===== src/rtl/dram_arbiter.sv =====
`default_nettype none
// ============================================================================
// Module   : dram_arbiter
// Purpose  : Shares the byte-lane data RAM between the CPU load/store unit
//            (priority) and the word-oriented debug port. It also builds lane
//            enables, aligns load data and forwards same-cycle writes.
// Revision : 1.0  initial release
// ============================================================================
module dram_arbiter #(
    parameter int DWIDTH     = 12,
    parameter int STARVE_MAX = 15
) (
    input  logic              clk,
    input  logic              rst,
    input  logic              cpu_re,
    input  logic              cpu_we,
    input  logic [31:0]       cpu_adr,
    input  logic [1:0]        cpu_size,
    input  logic              cpu_unsigned,
    input  logic [31:0]       cpu_wdata,
    output logic [31:0]       cpu_rdata,
    output logic              cpu_misalign,
    output logic              cpu_stall,
    input  logic              dbg_req,
    input  logic              dbg_we,
    input  logic [DWIDTH-1:0] dbg_adr,
    input  logic [31:0]       dbg_wdata,
    output logic              dbg_ack,
    output logic [31:0]       dbg_rdata,
    output logic              dbg_rvalid,
    output logic [DWIDTH-1:0] ram_radr,
    output logic [DWIDTH-1:0] ram_wadr,
    output logic [31:0]       ram_wdata,
    output logic [3:0]        ram_wen,
    input  logic [31:0]       ram_rdata
);

    localparam int         c_WCW   = $clog2(STARVE_MAX + 1);
    localparam logic [1:0] c_IDLE  = 2'd0;
    localparam logic [1:0] c_PEND  = 2'd1;
    localparam logic [1:0] c_RDRET = 2'd2;

    logic [1:0]        r_state;
    logic [c_WCW-1:0]  r_wait_cnt;
    logic [3:0]        r_fwd_wen;
    logic [31:0]       r_fwd_wdata;
    logic              r_ld_valid;
    logic [1:0]        r_ld_off;
    logic [1:0]        r_ld_size;
    logic              r_ld_uns;
    logic [31:0]       r_dbg_rdata;

    logic              w_port_free;
    logic              w_dbg_grant;
    logic              w_dbg_rd;
    logic              w_dbg_wr;
    logic              w_cpu_rd;
    logic              w_cpu_wr;
    logic [DWIDTH-1:0] w_cpu_word;
    logic [3:0]        w_cpu_wen;
    logic [31:0]       w_cpu_wdata;
    logic              w_collide;
    logic [31:0]       w_merged;
    logic [31:0]       w_load;
    logic              w_unused_adr;

    assign w_unused_adr = ^cpu_adr[31:DWIDTH+2];
    assign w_cpu_word   = cpu_adr[DWIDTH+1:2];

    assign cpu_misalign = ((cpu_size == 2'd1) && cpu_adr[0]) ||
                          ((cpu_size >= 2'd2) && (cpu_adr[1:0] != 2'b00));

    // The forced stall is a one-cycle hole that lets a starved debug request in.
    assign cpu_stall = !rst && (r_state == c_PEND) && dbg_req &&
                       (r_wait_cnt == c_WCW'(STARVE_MAX));

    assign w_port_free = dbg_we ? (!cpu_we || cpu_stall) : (!cpu_re || cpu_stall);
    assign w_dbg_grant = !rst && dbg_req && (r_state != c_RDRET) && w_port_free;
    assign w_dbg_rd    = w_dbg_grant && !dbg_we;
    assign w_dbg_wr    = w_dbg_grant && dbg_we;
    assign dbg_ack     = w_dbg_grant;

    assign w_cpu_rd = !rst && cpu_re && !cpu_stall && !cpu_misalign;
    assign w_cpu_wr = !rst && cpu_we && !cpu_stall && !cpu_misalign;

    always_comb begin
        w_cpu_wen   = 4'b1111;
        w_cpu_wdata = cpu_wdata;
        case (cpu_size)
            2'd0: begin
                w_cpu_wen   = 4'b0001 << cpu_adr[1:0];
                w_cpu_wdata = {4{cpu_wdata[7:0]}};
            end
            2'd1: begin
                w_cpu_wen   = 4'b0011 << cpu_adr[1:0];
                w_cpu_wdata = {2{cpu_wdata[15:0]}};
            end
            default: begin
                w_cpu_wen   = 4'b1111;
                w_cpu_wdata = cpu_wdata;
            end
        endcase
    end

    assign ram_radr  = w_dbg_rd ? dbg_adr : w_cpu_word;
    assign ram_wadr  = w_dbg_wr ? dbg_adr : w_cpu_word;
    assign ram_wdata = w_dbg_wr ? dbg_wdata : w_cpu_wdata;
    assign ram_wen   = w_dbg_wr ? 4'b1111 : (w_cpu_wr ? w_cpu_wen : 4'b0000);

    // The RAM returns pre-write data on a same-word collision; patch it next cycle.
    assign w_collide = (w_dbg_rd || w_cpu_rd) && (ram_wen != 4'b0000) &&
                       (ram_radr == ram_wadr);

    generate
        for (genvar i = 0; i < 4; i++) begin : g_lane
            assign w_merged[8*i +: 8] = r_fwd_wen[i] ? r_fwd_wdata[8*i +: 8]
                                                     : ram_rdata[8*i +: 8];
        end
    endgenerate

    always_comb begin
        w_load = w_merged;
        case (r_ld_size)
            2'd0: begin
                case (r_ld_off)
                    2'd0:    w_load[7:0] = w_merged[7:0];
                    2'd1:    w_load[7:0] = w_merged[15:8];
                    2'd2:    w_load[7:0] = w_merged[23:16];
                    default: w_load[7:0] = w_merged[31:24];
                endcase
                w_load[31:8] = {24{w_load[7] && !r_ld_uns}};
            end
            2'd1: begin
                w_load[15:0]  = r_ld_off[1] ? w_merged[31:16] : w_merged[15:0];
                w_load[31:16] = {16{w_load[15] && !r_ld_uns}};
            end
            default: w_load = w_merged;
        endcase
    end

    assign cpu_rdata  = r_ld_valid ? w_load : 32'd0;
    assign dbg_rvalid = !rst && (r_state == c_RDRET);
    assign dbg_rdata  = dbg_rvalid ? w_merged : r_dbg_rdata;

    always_ff @(posedge clk) begin
        if (rst) begin
            r_state     <= c_IDLE;
            r_wait_cnt  <= '0;
            r_fwd_wen   <= 4'b0000;
            r_fwd_wdata <= 32'd0;
            r_ld_valid  <= 1'b0;
            r_ld_off    <= 2'd0;
            r_ld_size   <= 2'd0;
            r_ld_uns    <= 1'b0;
            r_dbg_rdata <= 32'd0;
        end else begin
            r_fwd_wen   <= w_collide ? ram_wen : 4'b0000;
            r_fwd_wdata <= w_collide ? ram_wdata : 32'd0;
            r_ld_valid  <= w_cpu_rd;
            r_ld_off    <= cpu_adr[1:0];
            r_ld_size   <= cpu_size;
            r_ld_uns    <= cpu_unsigned;
            case (r_state)
                c_IDLE: begin
                    if (w_dbg_grant) begin
                        r_state    <= dbg_we ? c_IDLE : c_RDRET;
                        r_wait_cnt <= '0;
                    end else if (dbg_req) begin
                        r_state    <= c_PEND;
                        r_wait_cnt <= c_WCW'(1);
                    end
                end
                c_PEND: begin
                    if (!dbg_req) begin
                        r_state    <= c_IDLE;
                        r_wait_cnt <= '0;
                    end else if (w_dbg_grant) begin
                        r_state    <= dbg_we ? c_IDLE : c_RDRET;
                        r_wait_cnt <= '0;
                    end else begin
                        r_wait_cnt <= r_wait_cnt + c_WCW'(1);
                    end
                end
                c_RDRET: begin
                    r_dbg_rdata <= w_merged;
                    if (dbg_req) begin
                        r_state    <= c_PEND;
                        r_wait_cnt <= c_WCW'(1);
                    end else begin
                        r_state    <= c_IDLE;
                        r_wait_cnt <= '0;
                    end
                end
                default: begin
                    r_state    <= c_IDLE;
                    r_wait_cnt <= '0;
                end
            endcase
        end
    end

endmodule
`default_nettype wire


===== config.mk =====
export PLATFORM = sky130hd
export DESIGN_NAME = dram_arbiter
export DESIGN_NICKNAME = d
export VERILOG_FILES = /design/src/rtl/dram_arbiter.sv
export SDC_FILE = /design/constraint.sdc
export NUM_CORES = 1
export LEC_CHECK = 0
export BUFFER_PORTS_ARGS = -buffer_cell sky130_fd_sc_hd__buf_2
export CAP_MARGIN = 20
export CORE_ASPECT_RATIO = 1.1
export CORE_UTILIZATION = 25
export CTS_BUF_LIST = sky130_fd_sc_hd__clkbuf_8 sky130_fd_sc_hd__clkbuf_16
export DETAILED_ROUTE_END_ITERATION = 10
export PLACE_DENSITY = 0.55
export SLEW_MARGIN = 25
export SYNTH_ARGS = -nofsm -noshare
export SYNTH_HDL_FRONTEND = slang
export SYNTH_SLANG_ARGS = --single-unit

===== constraint.sdc =====
create_clock -name clk -period 4.95 [get_ports clk]
set_input_delay 0.7425 -clock clk [delete_from_list [all_inputs] [get_ports clk]]
set_output_delay 0.7425 -clock clk [all_outputs]
set_load 0.005 [all_outputs]

==> run metrics, run 1 <==
Net Count, Synth 785; design area 6960 um2; fill count 2172; most frequent cells in the layout buf_2 (258), dfxtp_1 (80), nand2_1 (67); fin util 34.5%; yosys warns 0; via count ~5300; Buf+Inv Stages, Crit Path 2; Post-Synth Simple-Gate Area 20.8%; GRT Util Overall roughly 18%; status finished clean; Power Density roughly 230 nW/um2; Die Y 153 um; Switch Pwr between 0.4 and 0.5 mW; Initial Util between 20% and 30%; worst-case clock buffer depth 2; clock sinks 80; hpwl dp 15800 um; FF-to-FF setup slack roughly 2100 ps; CTS tree done; DRC viols 0; Async SR Flop Fraction 0%; CP max-delay cell dfxtp_1; adder-cell share of the synthesized area 0.241%; antenna violations before repair 3; crit-path cells mux2i_2 > mux4_2 > nor2b_4 > a211oi_2 > o21ai_2 > buf_4 > a21oi_1 > buf_2; f_max between 200 and 300 MHz; setup TNS 0 ps; area of the multi-input gates ~3300 um2; Logic pwr share roughly 21%; Max-slew headroom 31.5%; clock skew 5.79 ps; H-tree depth 3; max_cap viols 0; number of stages on the worst hold path 1; post-synthesis compound-gate area fraction 21.8%; area leader, netlist dfxtp_1; Area growth syn-to-layout 33.8%; worst r2r src r_wait_cnt[0]$_SDFFE_PP0P_; Max Transition Viols Final 0; vias per cell 4.67; hold_buf cts 0; fin nets 1017; crit path capture cpu_rdata[20]; Switching Share between 20% and 30%; layout cell share with drive strength beyond 1 between 30% and 40%; cell-internal power ~1.2 mW; worst setup path startpoint r_fwd_wen[3]$_SDFF_PP0_; Hold Crit Class reg -> reg; Distinct cells, synth between 40 and 50; dpl ws approximately 1400 ps; CP Capture Type output pin; cell at the root of the clock tree clkbuf_16; R2R depth 7; post-CTS setup buffers 0; CTS resizes 0; CP Class reg -> out; Register Area 1600 um2; Avg WL per Cell around 17 um; DR iter-0 viols roughly 210; FP Rows 54; most common cell after layout, fill and taps aside buf_2; sequential-to-total area share from yosys stat 30.8%; Setup Viol. Count Final 0; Avg Cell Area, Syn approximately 8.2 um2; top cells by area, synth dfxtp_1 (31%), mux2i_1 (11%), a21o_1 (9.0%); Worst path top cell family by delay multiplexers; Final WS setup around 1400 ps; IO buf count about 260; Seq pwr share 41.2%; Top-Level Pins ~280; Synth Cell Area just over 5000 um2; largest family of logic cells by synthesized area compound AO/OA/AOI/OAI gates; critical register-to-register path endpoint r_fwd_wdata[1]$_SDFF_PP0_; Crit path largest cell delay 620 ps; Routed Antenna Nets 0; Tcrit/Tclk final 72.2%; VDD IR-drop max about 0.13 mV; number of enable flip-flop cells after synthesis 0; die area about 21000 um2; Worst setup SP type flip-flop; Syn Inst Count roughly 640; clk slew on worst S/H paths approximately 60 ps; RSZ-0062 raised after global routing no; clock latency at the later pin of the worst-skew pair 340 ps; vias in the first global route 4993; TritonRoute pass-1 iters 4; grt ovf 0; core area approximately 20000 um2; CP Data Required Time 4210 ps; post-synthesis mux area share a little under a fifth; Crit path depth 8; first-pass GRT wire length approximately 29000 um; Synth Flop Type dfxtp_1; CTS Buf Count 9; largest net degree at the start of global routing 59; die width 139 um; area share of the largest cell type after synthesis 30.8%; final wirelength between 15000 and 20000 um; RD Place Congestion a little over 0.8; DP Area about 6700 um2; xor and xnor area share after synthesis under 10%; post-synthesis register bit count 80; critical path peak fanout 12; LEAKAGE around 3.7 nW; WP data arrival between 2000 and 3000 ps; clock share of power about two fifths; Tightest Pin Transition between 1000 and 1500 ps; Final Hold Vio Count 0; min Tclk post-route roughly 3600 ps; WHS approximately 450 ps
stage by stage:
stage | cells | total power, mW
2_1_floorplan | 635 | 0.846
3_3_place_gp | 1108 | 1.01
3_5_place_dp | 1108 | 1.01
4_1_cts | 1124 | 1.63
5_1_grt | 1127 | 1.69
6_report | 1127 | 1.61
power groups by stage:
stage	sequential [mW]	combinational (mW)	clock, mW
floorplan	0.671	0.175	0
global placement	0.678	0.332	0
detailed placement	0.678	0.333	0
CTS	0.664	0.334	0.634
global route	0.665	0.364	0.664
finish	0.664	0.332	0.618
worst register-to-register path: stages (launching register included):
cell	delay [ps]
dfxtp_1	380
ha_1	210
nand4_1	150
nand2_1	90
and4_1	630
and3_1	330
o2111ai_4	540
nor2b_1	390
cell usage after synthesis (2+ instances only):
library cell,n
mux2_2,29
nand2b_1,5
mux2i_1,59
or2_2,2
xor2_1,9
nand2_1,67
and4_1,3
mux4_2,2
inv_1,24
a211oi_1,8
buf_4,3
a221oi_1,2
dfxtp_1,80
buf_2,6
nor3_1,4
a21o_1,62
xnor2_1,3
o22ai_1,8
a21oi_2,9
nor2_1,50
nor2b_1,65
clkbuf_1,32
o21ai_0,27
and3_1,9
o31ai_1,13
nand4_1,3
buf_6,2
nand3_1,2
a21oi_1,28
worst min-delay path by stage:
| stage | end | slack (ps) | startpoint |
|---|---|---|---|
| after detailed placement | r_dbg_rdata[30]$_SDFFE_PP0N_ | 440 | r_dbg_rdata[30]$_SDFFE_PP0N_ |
| after global placement | r_dbg_rdata[10]$_SDFFE_PP0N_ | 430 | r_dbg_rdata[10]$_SDFFE_PP0N_ |
| final | r_dbg_rdata[11]$_SDFFE_PP0N_ | 450 | r_dbg_rdata[11]$_SDFFE_PP0N_ |
| after global routing | r_dbg_rdata[3]$_SDFFE_PP0N_ | 460 | r_dbg_rdata[3]$_SDFFE_PP0N_ |
| after floorplan | r_dbg_rdata[31]$_SDFFE_PP0N_ | 420 | r_dbg_rdata[31]$_SDFFE_PP0N_ |
| after CTS | r_dbg_rdata[3]$_SDFFE_PP0N_ | 450 | r_dbg_rdata[3]$_SDFFE_PP0N_ |
registers in the layout, indices dropped and copies added, names as in the netlist:
name         cells
r_wait_cnt       4
r_ld_valid       1
r_dbg_rdata     32
r_ld_uns         1
r_ld_size        2
r_ld_off         2
r_fwd_wdata     32
r_state          2
r_fwd_wen        4
final cells by class:
cell class,instances,share of cell area [%]
well taps,252,4.53
inverters,24,1.30
flip-flops and latches,80,23.0
clock inverters,6,0.522
multi-input cells,488,47.9
repair buffers,264,19.2
clock buffers,10,3.44
diodes,3,0.108
logic make-up (layout without fill, tap and decap cells):
kind of cell,after synthesis,count (layout)
compound gates,167,167
xor+xnor,12,12
fa+ha+maj,1,1
buf+inv,67,304
flops,80,80
mux,91,91
other cells,0,3
simple gates,217,217
metal layers:
layer / wire [um] / track usage, %
met4: 470 / 6.88
met5: 0 / 0
met3: 944 / 2.82
met1: 8670 / 22.5
met2: 9210 / 30.5
(Power assumes the default switching activity.)
==> run 2: changes to the inputs <==
Clock period 4.95 ns to 3.4 ns, I/O delays scaled along.
==> run 2 against run 1 <==
- non-clock buffer count increased by 19
- critical path depth decreased by 1
- die area unchanged
- final cell count increased by 1.7%
- critical path type unchanged
==> run metrics, run 2 (synthesis gave the netlist of run 1 again) <==
Initial Util 25.8% (unchanged); min Tclk post-route between 3000 and 4000 ps; most common cell after layout, fill and taps aside buf_2; biggest regs r_dbg_rdata: 32 flops, r_fwd_wdata: 32 flops; Avg WL per Cell 17.5 um (+2.2%); f_max roughly 320 MHz; first-pass GRT wire length 29600 um (+2.8%); clock sinks 80 (unchanged); WP data arrival 2600 ps (-230 ps); Die Y 153 um (unchanged); post-CTS setup buffers 0 (unchanged); hold_buf cts 0 (unchanged); die area 21400 um2 (unchanged); CTS resizes 0 (unchanged); Register Area 1600 um2 (unchanged); CTS tree done; status finished clean; TritonRoute pass-1 iters 5 (+1); GRT Util Overall 18.4% (+0.51 points); setup TNS 0 ps (unchanged); Routed Antenna Nets 0 (unchanged); fill count 2206 (+1.6%); via count 5468 (+3.8%); total power 2.42 mW (+50%); area of the multi-input gates 3330 um2 (about the same); most frequent cells in the layout buf_2 (258), dfxtp_1 (80), nand2_1 (67); CP max-delay cell o21ai_2; Tcrit/Tclk final between 90 and 100%; Finished Layout Cells 1146 (+1.7%); CTS Buf Count 9 (unchanged); vias per cell 4.77 (+2.1%); WHS 374 ps (-77.3 ps); grt ovf 0 (unchanged); RSZ-0062 raised after global routing no; placed insts 1127 (+1.7%); Final Hold Vio Count 0 (unchanged); cell at the root of the clock tree clkbuf_16; Setup Viol. Count Final 0 (unchanged); clk slew on worst S/H paths 70 ps (about the same); DRC viols 0 (unchanged); fin util 35.4% (+0.81 points); Top-Level Pins 277 (unchanged); CP Capture Type output pin; die width 139 um (unchanged); antenna violations before repair 3 (unchanged); CP Class reg -> out; Power Density 340 nW/um2 (+46%); hpwl dp 16400 um (+4.0%); Worst setup SP type flip-flop; Crit path largest cell delay 740 ps (+120 ps); DR iter-0 viols 281 (+33%); IO buf count 258 (unchanged); Hold Crit Class in -> reg; vias in the first global route 5201 (+4.2%); critical path peak fanout 16 (+4); RD Place Congestion 0.855 (+4.5%); Tightest Pin Transition 931 ps (-96.7 ps); clock skew 6.56 ps (+0.769 ps); Area growth syn-to-layout 37.0%; fin nets 1036 (+1.9%); H-tree depth 3 (unchanged); largest net degree at the start of global routing 46 (-22%); Max Transition Viols Final 0 (unchanged); final wirelength 20100 um (+3.9%); layout cell share with drive strength beyond 1 39.3% (+1.4 points); max_cap viols 0 (unchanged); clock latency at the later pin of the worst-skew pair 350 ps (about the same); FP Rows 54 (unchanged); core area 20100 um2 (unchanged); worst-case clock buffer depth 2 (unchanged); CP Data Required Time 2890 ps (-1320 ps); VDD IR-drop max 0.234 mV (+85%); Max-slew headroom 37.9% (+6.4 points); crit-path cells mux2i_1 > mux4_2 > nor2b_4 > a211oi_2 > o21ai_2 > a21oi_1 > buf_2; LEAKAGE 3.78 nW (+2.7%)
==> run 2: changes by cell type in the layout (fill, tap and decap cells not counted), sizes merged <==
cell and change:
buf +19, inv +2, clkbuf -1, clkinvlp -1
==> run 2: path summary, 6_finish.rpt <==
path / startpoint / to / slack, ps / cells past startpoint
setup / recovery: r_fwd_wen[2]$_SDFF_PP0_ / cpu_rdata[18] / 290 / 7
hold / removal: cpu_unsigned / r_ld_uns$_SDFF_PP0_ / 370 / 2
setup reg to reg: r_wait_cnt[0]$_SDFFE_PP0P_ / r_fwd_wdata[16]$_SDFF_PP0_ / 810 / 9
hold reg to reg: r_dbg_rdata[30]$_SDFFE_PP0N_ / r_dbg_rdata[30]$_SDFFE_PP0N_ / 450 / 1
==> run 2: power breakdown <==
part | switching [mW] | total (mW) | leakage [nW] | internal (mW)
Combinational | 0.270 | 0.505 | 3.00 | 0.234
Clock | 0.444 | 0.952 | 0.135 | 0.508
Sequential | 0.0130 | 0.962 | 0.647 | 0.949
==> run 2: cell type report <==
cell class                      count  share of cell area, %
Tap cell                          252                   4.43
Sequential cell                    80                   22.5
Timing Repair Buffer              283                   20.9
Inverter                           24                   1.27
Clock buffer                        9                   3.16
Multi-Input combinational cell    488                   46.7
Clock inverter                      7                  0.861
Antenna cell                        3                  0.105
==> run 2: critical path: cells and delay by family, from the launching register on <==
kind | cells | cell delay (ps)
DFF | 1 | 350
AOI/OAI and AO/OA | 3 | 980
muxes | 2 | 580
buffers and inverters | 1 | 190
and+or+nand+nor | 1 | 140
==> run 2: routing by layer <==
layer | up-vias | part of all wire (%) | global-route usage (%)
li1 | 2712 | - | -
met1 | 2485 | 44 | 22.9
met2 | 232 | 47 | 30.6
met3 | 39 | 5.2 | 2.88
met4 | 0 | 3.7 | 9.42
met5 | - | 0 | 0
==> run 2: stage by stage <==
step	setup WS [ps]	instance area [um2]
5_1_grt	120	7120
3_3_place_gp	496	6830
3_5_place_dp	472	6830
6_report	291	7120
2_1_floorplan	1010	5200
4_1_cts	287	7110
==> run 3: changes to the inputs <==
Settings changed: CORE_ASPECT_RATIO 1.1 to 2.
==> run 3 against run 2 <==
- core utilization fell by 0.58 points
- highest routed layer unchanged
- count of clock-buffer cells in the layout rose by 2
- wire length fell by 0.61%
- register-to-register slack improved by 80 ps
- sequential cell count did not move
- die area rose by 0.16%
- total power rose by 1.9%
==> run metrics, run 3 (synthesis gave the netlist of run 1 again) <==
clk slew on worst S/H paths 60 ps (about the same); min Tclk post-route 3070 ps (-41.0 ps); largest net degree at the start of global routing 71 (+54%); worst-case clock buffer depth 2 (unchanged); Final Hold Vio Count 0 (unchanged); clock sinks 80 (unchanged); CTS tree done; Area growth syn-to-layout 36.3%; most frequent cells in the layout buf_2 (258), dfxtp_1 (80), nand2_1 (67); die area 21400 um2 (+0.16%); most common cell after layout, fill and taps aside buf_2; layout cell share with drive strength beyond 1 38.5% (-0.80 points); post-CTS setup buffers 0 (unchanged); Avg WL per Cell 17.3 um (-0.87%); cell at the root of the clock tree clkbuf_16; critical path peak fanout 16 (unchanged); GR Layer Usage met2 35.0% (+4.4 points); fin nets 1026 (-0.97%); Tightest Pin Transition 842 ps (-89.3 ps); FP Rows 74 (+37%); DR iter-0 viols 160 (-43%); antenna violations before repair 2 (-1); status finished clean; CP Data Required Time 2890 ps (about the same); f_max 326 MHz (+1.3%); met1 Track Usage GR 18.6% (-4.2 points); Die Y 206 um (+34%); LEAKAGE 3.75 nW (-0.68%); die width 104 um (-25%); CP Class reg -> out; final wirelength 19900 um (-0.61%); Tcrit/Tclk final 90.2% (-1.2 points); RSZ-0062 raised after global routing no; WHS 388 ps (+14.7 ps); first-pass GRT wire length 28900 um (-2.4%); vias in the first global route 5083 (-2.3%); Top Usage Layer GRT met2; Max-slew headroom 42.3% (+4.4 points); VDD IR-drop max 0.199 mV (-15%); clock latency at the later pin of the worst-skew pair 340 ps (about the same); Setup Viol. Count Final 0 (unchanged); total power 2.46 mW (+1.9%); H-tree depth 3 (unchanged); met3 Track Usage GR 2.14% (-0.74 points); biggest regs r_dbg_rdata: 32 flops, r_fwd_wdata: 32 flops; Top-Level Pins 277 (unchanged); Hold Crit Class in -> reg; Initial Util 25.5% (-0.30 points); via count 5415 (-0.97%); Max Transition Viols Final 0 (unchanged); RD Place Congestion 0.855 (about the same); GRT Util Overall 18.0% (-0.41 points); TritonRoute pass-1 iters 5 (unchanged); WP data arrival 2560 ps (-40 ps); grt ovf 0 (unchanged); CTS Buf Count 9 (unchanged); Worst setup SP type flip-flop; hold_buf cts 0 (unchanged); max_cap viols 0 (unchanged); core area 20400 um2 (+1.2%); hpwl dp 16400 um (about the same); setup TNS 0 ps (unchanged); vias per cell 4.71 (-1.2%); CP Capture Type output pin; DRC viols 0 (unchanged); CTS resizes 0 (unchanged); Routed Antenna Nets 0 (unchanged); IO buf count 258 (unchanged); clock skew 9.11 ps (+2.55 ps); Power Density 348 nW/um2 (+2.4%)
[run 3: power by group]
part           internal (mW)  switching (mW)  leakage [nW]
combinational          0.229           0.268          2.95
sequential             0.949          0.0119         0.647
clock                  0.608           0.398         0.157
[run 3: final cells by class]
class                   count  area, um2
fillers                  2302      13300
flip-flops and latches     80       1600
inverters                  24       90.1
repair buffers            273       1420
clock buffers              11        253
multi-input cells         488       3330
well taps                 266        333
diodes                      2       5.00
clock inverters             5       56.3
[run 3: worst paths after layout]
check / startpoint / to / slack [ps] / depth (start not counted)
setup / recovery: r_fwd_wen[3]$_SDFF_PP0_ / cpu_rdata[19] / 330 / 8
hold / removal: cpu_unsigned / r_ld_uns$_SDFF_PP0_ / 390 / 2
setup reg to reg: r_wait_cnt[0]$_SDFFE_PP0P_ / r_fwd_wdata[1]$_SDFF_PP0_ / 890 / 8
hold reg to reg: r_dbg_rdata[8]$_SDFFE_PP0N_ / r_dbg_rdata[8]$_SDFFE_PP0N_ / 450 / 1
[run 3: worst max-delay path, cell delays in order, from the launching register on]
cell	delay, ps
dfxtp_1	590
mux2i_2	160
mux4_2	500
nor2b_4	140
a211oi_2	220
o21ai_2	70
buf_4	230
a21oi_1	160
buf_2	130
[run 3: through the flow]
stage / std cells / utilization, % / setup WS (ps) / area, um2
after global placement: 1131 / 33.2 / 607 / 6770
after floorplan: 635 / - / 1010 / 5200
after detailed placement: 1131 / 33.2 / 605 / 6770
after CTS: 1147 / 34.8 / 265 / 7080
after global routing: 1149 / 34.8 / 193 / 7080
final: 1149 / 34.8 / 332 / 7080
[run 3: layer usage]
metal | share of wire, % | wire [um] | up-vias
li1 | - | - | 2693
met1 | 37 | 7420 | 2510
met2 | 56 | 11100 | 186
met3 | 3.9 | 773 | 26
met4 | 3.3 | 657 | 0
met5 | 0 | 0 | -
